===== src/rtl/osc_pkg.sv =====
// Shared scope definitions: readout sequencer states and the channel codes
// agreed with the capture controller.
package osc_pkg;

    typedef enum logic [2:0] {
        ST_IDLE,
        ST_WAIT_RAM,
        ST_READ,
        ST_LATCH,
        ST_SEND,
        ST_WAIT_TX,
        ST_DONE
    } dump_state_t;

    localparam logic [1:0] CH_0       = 2'd0;
    localparam logic [1:0] CH_1       = 2'd1;
    localparam logic [1:0] CH_2       = 2'd2;
    localparam logic [1:0] CH_ILLEGAL = 2'd3;

    function automatic logic ch_valid(input logic [1:0] ch);
        return ch != CH_ILLEGAL;
    endfunction

endpackage


===== src/rtl/dump_ptr_cnt.sv =====
// Circular read pointer plus sample counter for one dump. ptr_next is the
// address the pointer holds after this edge, so the caller can register it.
module dump_ptr_cnt #(
    parameter int ADDR_W = 9
) (
    input  logic              clk,
    input  logic              rst,
    input  logic              load,
    input  logic              inc,
    input  logic [ADDR_W-1:0] load_ptr,
    output logic [ADDR_W-1:0] ptr_next,
    output logic              last
);

    localparam logic [ADDR_W-1:0] PTR_ONE  = {{(ADDR_W-1){1'b0}}, 1'b1};
    localparam logic [ADDR_W:0]   CNT_ONE  = {{ADDR_W{1'b0}}, 1'b1};
    localparam logic [ADDR_W:0]   CNT_LAST = {1'b0, {ADDR_W{1'b1}}};

    logic [ADDR_W-1:0] ptr_reg;
    logic [ADDR_W:0]   cnt_reg;
    logic [ADDR_W:0]   cnt_next;

    // Pointer wraps naturally at ENTRIES because it is exactly ADDR_W wide.
    always_comb begin
        ptr_next = ptr_reg;
        cnt_next = cnt_reg;
        if (load) begin
            ptr_next = load_ptr;
            cnt_next = '0;
        end else if (inc) begin
            ptr_next = ptr_reg + PTR_ONE;
            cnt_next = cnt_reg + CNT_ONE;
        end
    end

    always_ff @(posedge clk or posedge rst) begin
        if (rst) begin
            ptr_reg <= '0;
            cnt_reg <= '0;
        end else begin
            ptr_reg <= ptr_next;
            cnt_reg <= cnt_next;
        end
    end

    assign last = (cnt_reg == CNT_LAST);

endmodule


===== src/rtl/dump_ctrl.sv =====
// Capture-RAM readout sequencer: streams one channel's circular trace, oldest
// sample first, to the UART and yields the RAM whenever capture needs it.
module dump_ctrl
    import osc_pkg::*;
#(
    parameter int ADDR_W = 9,
    parameter int DATA_W = 8
) (
    input  logic              clk,
    input  logic              rst,
    input  logic              dump_req,
    input  logic [1:0]        dump_ch,
    input  logic [ADDR_W-1:0] trace_end,
    input  logic              capture_busy,
    output logic              ram_en,
    output logic [ADDR_W-1:0] ram_addr,
    input  logic [DATA_W-1:0] ram_rdata,
    output logic [1:0]        ch_sel,
    output logic [DATA_W-1:0] tx_data,
    output logic              tx_start,
    input  logic              tx_busy,
    output logic              dump_busy,
    output logic              dump_done,
    output logic              dump_err
);

    localparam logic [ADDR_W-1:0] PTR_ONE = {{(ADDR_W-1){1'b0}}, 1'b1};

    dump_state_t       state_reg;
    logic              tx_first_reg;
    logic              ram_en_reg;
    logic [ADDR_W-1:0] ram_addr_reg;
    logic [1:0]        ch_sel_reg;
    logic [DATA_W-1:0] tx_data_reg;
    logic              tx_start_reg;
    logic              dump_busy_reg;
    logic              dump_done_reg;
    logic              dump_err_reg;

    logic              in_dump;
    logic              abort;
    logic              load;
    logic              tx_ack;
    logic              inc;
    logic              last;
    logic [ADDR_W-1:0] start_ptr;
    logic [ADDR_W-1:0] ptr_next;

    always_comb begin
        in_dump   = (state_reg == ST_READ) || (state_reg == ST_LATCH) ||
                    (state_reg == ST_SEND) || (state_reg == ST_WAIT_TX);
        abort     = in_dump && capture_busy;
        load      = (state_reg == ST_IDLE) && dump_req && ch_valid(dump_ch);
        // tx_busy only rises the cycle after tx_start, so the first WAIT_TX cycle is skipped
        tx_ack    = (state_reg == ST_WAIT_TX) && !tx_first_reg && !tx_busy && !capture_busy;
        inc       = tx_ack && !last;
        start_ptr = trace_end + PTR_ONE;
    end

    dump_ptr_cnt #(
        .ADDR_W (ADDR_W)
    ) u_ptr_cnt (
        .clk      (clk),
        .rst      (rst),
        .load     (load),
        .inc      (inc),
        .load_ptr (start_ptr),
        .ptr_next (ptr_next),
        .last     (last)
    );

    always_ff @(posedge clk or posedge rst) begin
        if (rst) begin
            state_reg     <= ST_IDLE;
            tx_first_reg  <= 1'b0;
            ram_en_reg    <= 1'b0;
            ram_addr_reg  <= '0;
            ch_sel_reg    <= '0;
            tx_data_reg   <= '0;
            tx_start_reg  <= 1'b0;
            dump_busy_reg <= 1'b0;
            dump_done_reg <= 1'b0;
            dump_err_reg  <= 1'b0;
        end else begin
            ram_en_reg    <= 1'b0;
            tx_start_reg  <= 1'b0;
            dump_done_reg <= 1'b0;
            dump_err_reg  <= 1'b0;
            if (abort) begin
                state_reg     <= ST_IDLE;
                dump_busy_reg <= 1'b0;
                dump_err_reg  <= 1'b1;
                tx_first_reg  <= 1'b0;
            end else begin
                case (state_reg)
                    ST_IDLE: begin
                        if (dump_req && !ch_valid(dump_ch)) begin
                            dump_err_reg <= 1'b1;
                        end else if (dump_req) begin
                            ch_sel_reg    <= dump_ch;
                            dump_busy_reg <= 1'b1;
                            if (capture_busy) begin
                                state_reg <= ST_WAIT_RAM;
                            end else begin
                                state_reg    <= ST_READ;
                                ram_en_reg   <= 1'b1;
                                ram_addr_reg <= ptr_next;
                            end
                        end
                    end
                    ST_WAIT_RAM: begin
                        if (!capture_busy) begin
                            state_reg    <= ST_READ;
                            ram_en_reg   <= 1'b1;
                            ram_addr_reg <= ptr_next;
                        end
                    end
                    ST_READ: begin
                        state_reg <= ST_LATCH;
                    end
                    ST_LATCH: begin
                        tx_data_reg <= ram_rdata;
                        state_reg   <= ST_SEND;
                    end
                    ST_SEND: begin
                        if (!tx_busy) begin
                            tx_start_reg <= 1'b1;
                            tx_first_reg <= 1'b1;
                            state_reg    <= ST_WAIT_TX;
                        end
                    end
                    ST_WAIT_TX: begin
                        tx_first_reg <= 1'b0;
                        if (tx_ack && last) begin
                            state_reg     <= ST_DONE;
                            dump_done_reg <= 1'b1;
                        end else if (tx_ack) begin
                            state_reg    <= ST_READ;
                            ram_en_reg   <= 1'b1;
                            ram_addr_reg <= ptr_next;
                        end
                    end
                    ST_DONE: begin
                        dump_busy_reg <= 1'b0;
                        state_reg     <= ST_IDLE;
                    end
                    default: begin
                        state_reg     <= ST_IDLE;
                        dump_busy_reg <= 1'b0;
                    end
                endcase
            end
        end
    end

    assign ram_en    = ram_en_reg;
    assign ram_addr  = ram_addr_reg;
    assign ch_sel    = ch_sel_reg;
    assign tx_data   = tx_data_reg;
    assign tx_start  = tx_start_reg;
    assign dump_busy = dump_busy_reg;
    assign dump_done = dump_done_reg;
    assign dump_err  = dump_err_reg;

endmodule


===== config.mk =====
export PLATFORM = sky130hd
export DESIGN_NAME = dump_ctrl
export DESIGN_NICKNAME = d
export VERILOG_FILES = /design/src/rtl/osc_pkg.sv /design/src/rtl/dump_ptr_cnt.sv /design/src/rtl/dump_ctrl.sv
export SDC_FILE = /design/constraint.sdc
export NUM_CORES = 1
export LEC_CHECK = 0
export CORE_ASPECT_RATIO = 1.1
export CORE_UTILIZATION = 46
export DETAILED_ROUTE_END_ITERATION = 12
export PLACE_DENSITY = 0.75
export SYNTH_ARGS = -nofsm -noshare
export SYNTH_HDL_FRONTEND = slang
export SYNTH_SLANG_ARGS = --single-unit

===== constraint.sdc =====
create_clock -name clk -period 2.2 [get_ports clk]
set_clock_uncertainty 0.15 [all_clocks]
set_input_delay 0.44 -clock clk [delete_from_list [all_inputs] [get_ports clk]]
set_output_delay 0.44 -clock clk [all_outputs]
set_load 0.02 [all_outputs]

[Word-level counts from Yosys, hierarchy flattened]
Index checks and enable logic that the tools add are counted.
Cells by class
  add/sub/neg operators: 3
  equal/unequal tests: 17
  muxes and demuxes: 42
  bitwise gates (word level): 2
  reductions and logical operators: 28
Operators with widths (count)
  $mux 9: 7
  $pmux 9 s3: 1
  $mux 3: 7
  $mux 1: 20
  $mux 10: 2
  $add 9x1->9 const B: 2
  $pmux 3 s6: 1
  $ne 3x3->1 const B: 4
  $add 10x1->10 const B: 1
  $eq 10x9->1 const B: 1
  $ne 2x2->1 const B: 5
  $logic_and 1x1->1: 9
  $eq 3x2->1 const B: 2
  $eq 3x3->1 const B: 2
  $reduce_and 6->1: 1
  $reduce_bool 3->1: 2
  $logic_not 1->1: 5
  $reduce_and 5->1: 1
  $reduce_or 5->1: 1
  $ne 4x3->1 const B: 1
  $pmux 1 s2: 2
  $reduce_and 2->1: 2
  $reduce_and 4->1: 1
  $eq 3x1->1 const B: 1
  8 further kinds: 11
Word-level totals
  register bits after elaboration: 47
  input bits: 24
  output and inout bits: 24
  word-level logic and storage cells: 104

[Longest topological paths before layout]
  depth in word-level cells: 11
  depth in mapped cells: 7
  depth with buffers taken out: 6

[Cells and area by module]
Synthesis repeated with hierarchy kept, for this count alone.
Unflattened totals
  cells, all modules: 222
  area, all modules: 2384.8 um^2
By module, submodules not included
  dump_ctrl: instances 1, cells an instance 119, area an instance 1400.1 um^2, sequential area each 700.7 um^2
  dump_ptr_cnt: instances 1, cells an instance 103, area an instance 984.7 um^2, sequential area each 475.5 um^2

[Worst setup path after synthesis]
OpenSTA, ideal clock, no wires.
  kind: reg-to-reg
  start point: register u_ptr_cnt.cnt_reg[0]
  end point: register ram_addr_reg[7] (netlist: ram_addr[7])
  library setup time: 0.065 ns
  arrival: 1.912 ns
  required time: 1.985 ns
  path slack: 0.073 ns
  cell stages (with the launch flop): 8
  buffers on the path: 1
  period minus slack after synthesis: 2.127 ns
  cell sequence: dfrtp_1 ha_1 and4_1 and3_1 buf_6 or4_1 a31oi_1 mux2_2
On the way
  word-level cells in the longest chain between the ends: 9
  elaborated cells on any way between the ends: 14
  those cells by class: eq/ne (2); mux (8); reduce/logical (4)
Ends and longest elaborated chain
  start: declaration: RTL line dump_ptr_cnt.sv:20  | logic [ADDR_W:0] cnt_reg;
  start signal: assignment: RTL line dump_ptr_cnt.sv:42  | cnt_reg <= cnt_next;
  $eq 10x9->1 (*): RTL line dump_ptr_cnt.sv:46  | assign last = (cnt_reg == CNT_LAST);
  $logic_not 1->1 (*): RTL line dump_ctrl.sv:56  | inc = tx_ack && !last;
  $logic_and 1x1->1 (*): RTL line dump_ctrl.sv:56
  $mux 9 (*): RTL line dump_ptr_cnt.sv:30  | end else if (inc) begin
  $mux 9 (*): RTL line dump_ptr_cnt.sv:27  | if (load) begin
  net ptr_next[7]: RTL line dump_ctrl.sv:47  | logic [ADDR_W-1:0] ptr_next;
  $mux 9: RTL line dump_ctrl.sv:102, dump_ctrl.sv:112
  $mux 9: RTL line dump_ctrl.sv:99  | end else if (dump_req) begin
  $mux 9: RTL line dump_ctrl.sv:97  | if (dump_req && !ch_valid(dump_ch)) begin
  $pmux 9 s3 (*): RTL line dump_ctrl.sv:95  | case (state_reg)
  end signal: assignment: RTL line dump_ctrl.sv:107  | ram_addr_reg <= ptr_next;
  end signal: assignment: RTL line dump_ctrl.sv:115  | ram_addr_reg <= ptr_next;
  end signal: assignment: RTL line dump_ctrl.sv:140  | ram_addr_reg <= ptr_next;
  end: declaration: RTL line dump_ctrl.sv:32  | logic [ADDR_W-1:0] ram_addr_reg;
Mark *: on every way through the listed nets, which the timed path passes. The rest lies on a longest branch. The select of a mux whose other input is x is not followed.
A chain may end at the register's enable or synchronous reset.

[Worst setup path after layout]
  start point: input capture_busy
  end point: register ram_addr_reg[3] (netlist: ram_addr[3])
On the way
  word-level cells in the longest chain between the ends: 9
  elaborated cells on any way between the ends: 17
  those cells by class: eq/ne (2); mux (8); bitwise (1); reduce/logical (6)
Ends and longest elaborated chain
  start: declaration: RTL line dump_ctrl.sv:14  | input logic capture_busy,
  $logic_not 1->1 (*)
  $logic_and 1x1->1 (*): RTL line dump_ctrl.sv:55  | tx_ack = (state_reg == ST_WAIT_TX) && !tx_first_reg && !tx_busy && !capture_busy;
  $logic_and 1x1->1 (*): RTL line dump_ctrl.sv:56
  $mux 9 (*): RTL line dump_ptr_cnt.sv:30
  $mux 9 (*): RTL line dump_ptr_cnt.sv:27
  net ptr_next[3]: RTL line dump_ctrl.sv:47
  $mux 9: RTL line dump_ctrl.sv:102, dump_ctrl.sv:112
  $mux 9: RTL line dump_ctrl.sv:99
  $mux 9: RTL line dump_ctrl.sv:97
  $pmux 9 s3 (*): RTL line dump_ctrl.sv:95
Marked as above.

==> results_dict.tcl <==
set metrics [dict create \
    status "complete, but fails checks" \
    violations "design-rule violations" \
    maxSlewViolCount 0 \
    max_freq_mhz 472.2 \
    avgSynthCellArea_um2 10.14 \
    final_cell_mix "46 x clkdlybuf4s50_1, 44 x dfrtp_1, 38 x buf_4" \
    critPathKind "in -> reg" \
    rsz0062_at_grt "true" \
    fill_cells 399 \
    cts_buffers 5 \
    path_delay_family "simple AND/OR/NAND/NOR gates" \
    wl_um 5749 \
    fin_crit_sh_pct 96.26 \
    ctsHoldBuffers 0 \
    start_util_pct 47.95 \
    layout_commonest_cell "clkdlybuf4s50_1" \
    dieWidth_um 71.07 \
    synth_compound_area_share_pct 10.68 \
    fin_ws_ps 82.36 \
    dp_hpwl_um 3948 \
    overflow 0 \
    clock_latency_ps 300 \
    path_clk_slew_ps 90 \
    placed_cell_area_mm2 0.003227 \
    p_per_area_mw_per_mm2 1026 \
    gp_congestion 0.8425 \
    rrSetupSlack_ps 90 \
    wl_per_cell_um 15.13 \
    clock-root-buffer "clkbuf_8" \
    syn_inst 238 \
    core-area_mm2 0.005034 \
    syn-num-nets 265 \
    worst_pin_slew_ps 328.5 \
    crit_path_start_kind "input port" \
    cp_num_buf_inv 1 \
    firstDrtPassIters 9 \
    die_y_um 77.97 \
    port_buffers 47 \
    yosys.area_share.simple_pct 23.79 \
    diodes 0 \
    route.detailed.drc 4 \
    crit_fanout 7 \
    via_per_inst 5.650 \
    cp_data_arrival_time_ps 2220 \
    stdcell_count 380 \
    antenna_found_initial 0 \
    dr_total_vias 2147 \
    cts-htree-levels 2 \
    synthToLayoutAreaGrowth_pct 41.52 \
    dp_slack_ps -439.1 \
    fin_area_mm2 0.003416 \
    ir_drop_mv 0.7035 \
    largest_reg_flops 10 \
    fin_util_pct 67.86 \
    slew_headroom_pct 77.90 \
    yosysUniqueCellTypes 44 \
    p_leak_nw 1.418 \
    synth_top_family_by_area "simple AND/OR/NAND/NOR gates" \
    num_io_pins 48 \
    ys_warn_count 0 \
    path_cells "clkdlybuf4s50_1 -> nor3b_2 -> nand2_2 -> or4_1 -> a31oi_2 -> mux2_2" \
    drv_cap 0 \
    multi_input_area_mm2 0.001242 \
    grtUsageTotal_pct 22.40 \
    synth_xor_area_share_pct 4.717 \
    end_kind "flip-flop" \
    drive_above_1_share_pct 26.71 \
    setup_violations 0 \
    synth_fa_ha_area_share_pct 1.555 \
    grt_pass1_vias 2059 \
    fin_tns_setup_ps 0 \
    cts_buffer_depth 2 \
    grt_max_degree 48 \
    nNetsFinal 348 \
    rows 27 \
    yosysSeqAreaShare_pct 48.73 \
    grt_pass1_wl_um 9618 \
    placed_cells 372 \
    min_period_ps 2118 \
    worstPathRequired_ps 2300 \
    postRouteAntennaNets 0 \
    ys_seq_elements 47 \
    cts_sinks 47 \
    tritoncts "built" \
    power_mw 3.506 \
    hold_viol 0 \
    drtIter0Drc 129 \
    syn_area_mm2 0.002414 \
    synth.mux.area_fraction_pct 7.465 \
    dieArea_mm2 0.005541 \
    whs_ps 329.8 \
    hold_path_class "reg -> reg" \
    cp_slowest_stage_delay_ps 530 \
    crit_path_top_delay_cell "or4_1" \
    final-seq-area_mm2 0.001180 \
]
-- worst reg2reg max path: stages (launching register included) --
cell     delay, ps
dfrtp_1        390
ha_2           210
and4_1         240
and3_4         210
or4_1          480
a31oi_2        210
mux2_2         170
-- routing by layer --
| metal | track usage, % | vias to the layer above | part of all wire (%) |
|---|---|---|---|
| met5 | 0 | - | 0 |
| met4 | 6.600 | 0 | 1.2 |
| met3 | 4.805 | 6 | 3.7 |
| met2 | 38.85 | 39 | 53 |
| met1 | 27.94 | 1054 | 42 |
| li1 | - | 1048 | - |
-- power breakdown --
part / internal, mW / switching (mW)
registers: 1.16 / 0.205
clock network: 0.286 / 0.294
logic: 0.816 / 0.747
total: 2.26 / 1.25
-- final cells by class --
class,count,area share [%]
clock buffer,7,2.821
clock inverter,1,0.2198
inverter,5,0.5494
multi-input combinational,175,36.37
sequential,47,34.54
tap,58,2.125
timing repair buffer,87,23.37
-- synthesized netlist by cell type, drive strengths merged --
cell     instances  area [µm²]
a21boi           1       7.510
nor4b            3       32.53
a31oi            8       50.05
and4             3       26.28
inv              5       18.77
or4              6       45.04
and3             3       18.77
o21a             3       22.52
a31o             1       8.760
dfrtp           47        1176
mux2            16       180.2
nor3b            2       15.01
and4b            2       20.02
buf              4       28.78
ha               3       37.54
xnor2            3       26.28
or3              2       12.51
a21oi           10       50.05
nor4             3       25.02
clkbuf           7       26.28
o211a            1       10.01
nand3b           1       7.510
o21ai            9       45.04
nor2            21       81.33
or3b             2       17.52
nand3            8       40.04
nand4           12       75.07
o31ai            4       30.03
o2111ai          1       8.760
o21bai           1       7.510
nand2           19       71.32
nand2b           1       6.260
and2             4       25.03
nor3            10       55.05
o311a            1       10.01
o211ai           1       7.510
xor2            10       87.58
-- logic make-up (layout without fill, tap and decap cells) --
kind of cell               after synthesis  count (layout)
xor gates and xnor gates                13              13
AOI/OAI and AO/OA                       41              41
buffers and inverters                   16             100
DFF                                     47              47
muxes                                   16              16
and+or+nand+nor                        102             102
adders and majority gates                3               3
-- worst paths after layout --
kind / endpoint / cells past startpoint / start
min in group asynchronous: u_ptr_cnt.cnt_reg[5] / 3 / rst
max in group asynchronous: u_ptr_cnt.cnt_reg[2] / 3 / rst
worst min-delay path: ch_sel[1] / 2 / ch_sel[1]
worst max register to register: ram_addr[3] / 6 / u_ptr_cnt.cnt_reg[0]
worst min register to register: ch_sel[1] / 2 / ch_sel[1]
worst max-delay path: ram_addr[3] / 6 / capture_busy
-- timing repair --
item	4_1_cts	5_1_grt
gates resized for setup	8	12
endpoints found under the setup margin	6	13
gates cloned	0	0
pin swaps	1	4
setup buffers	0	0
(Power assumes the default switching activity.)
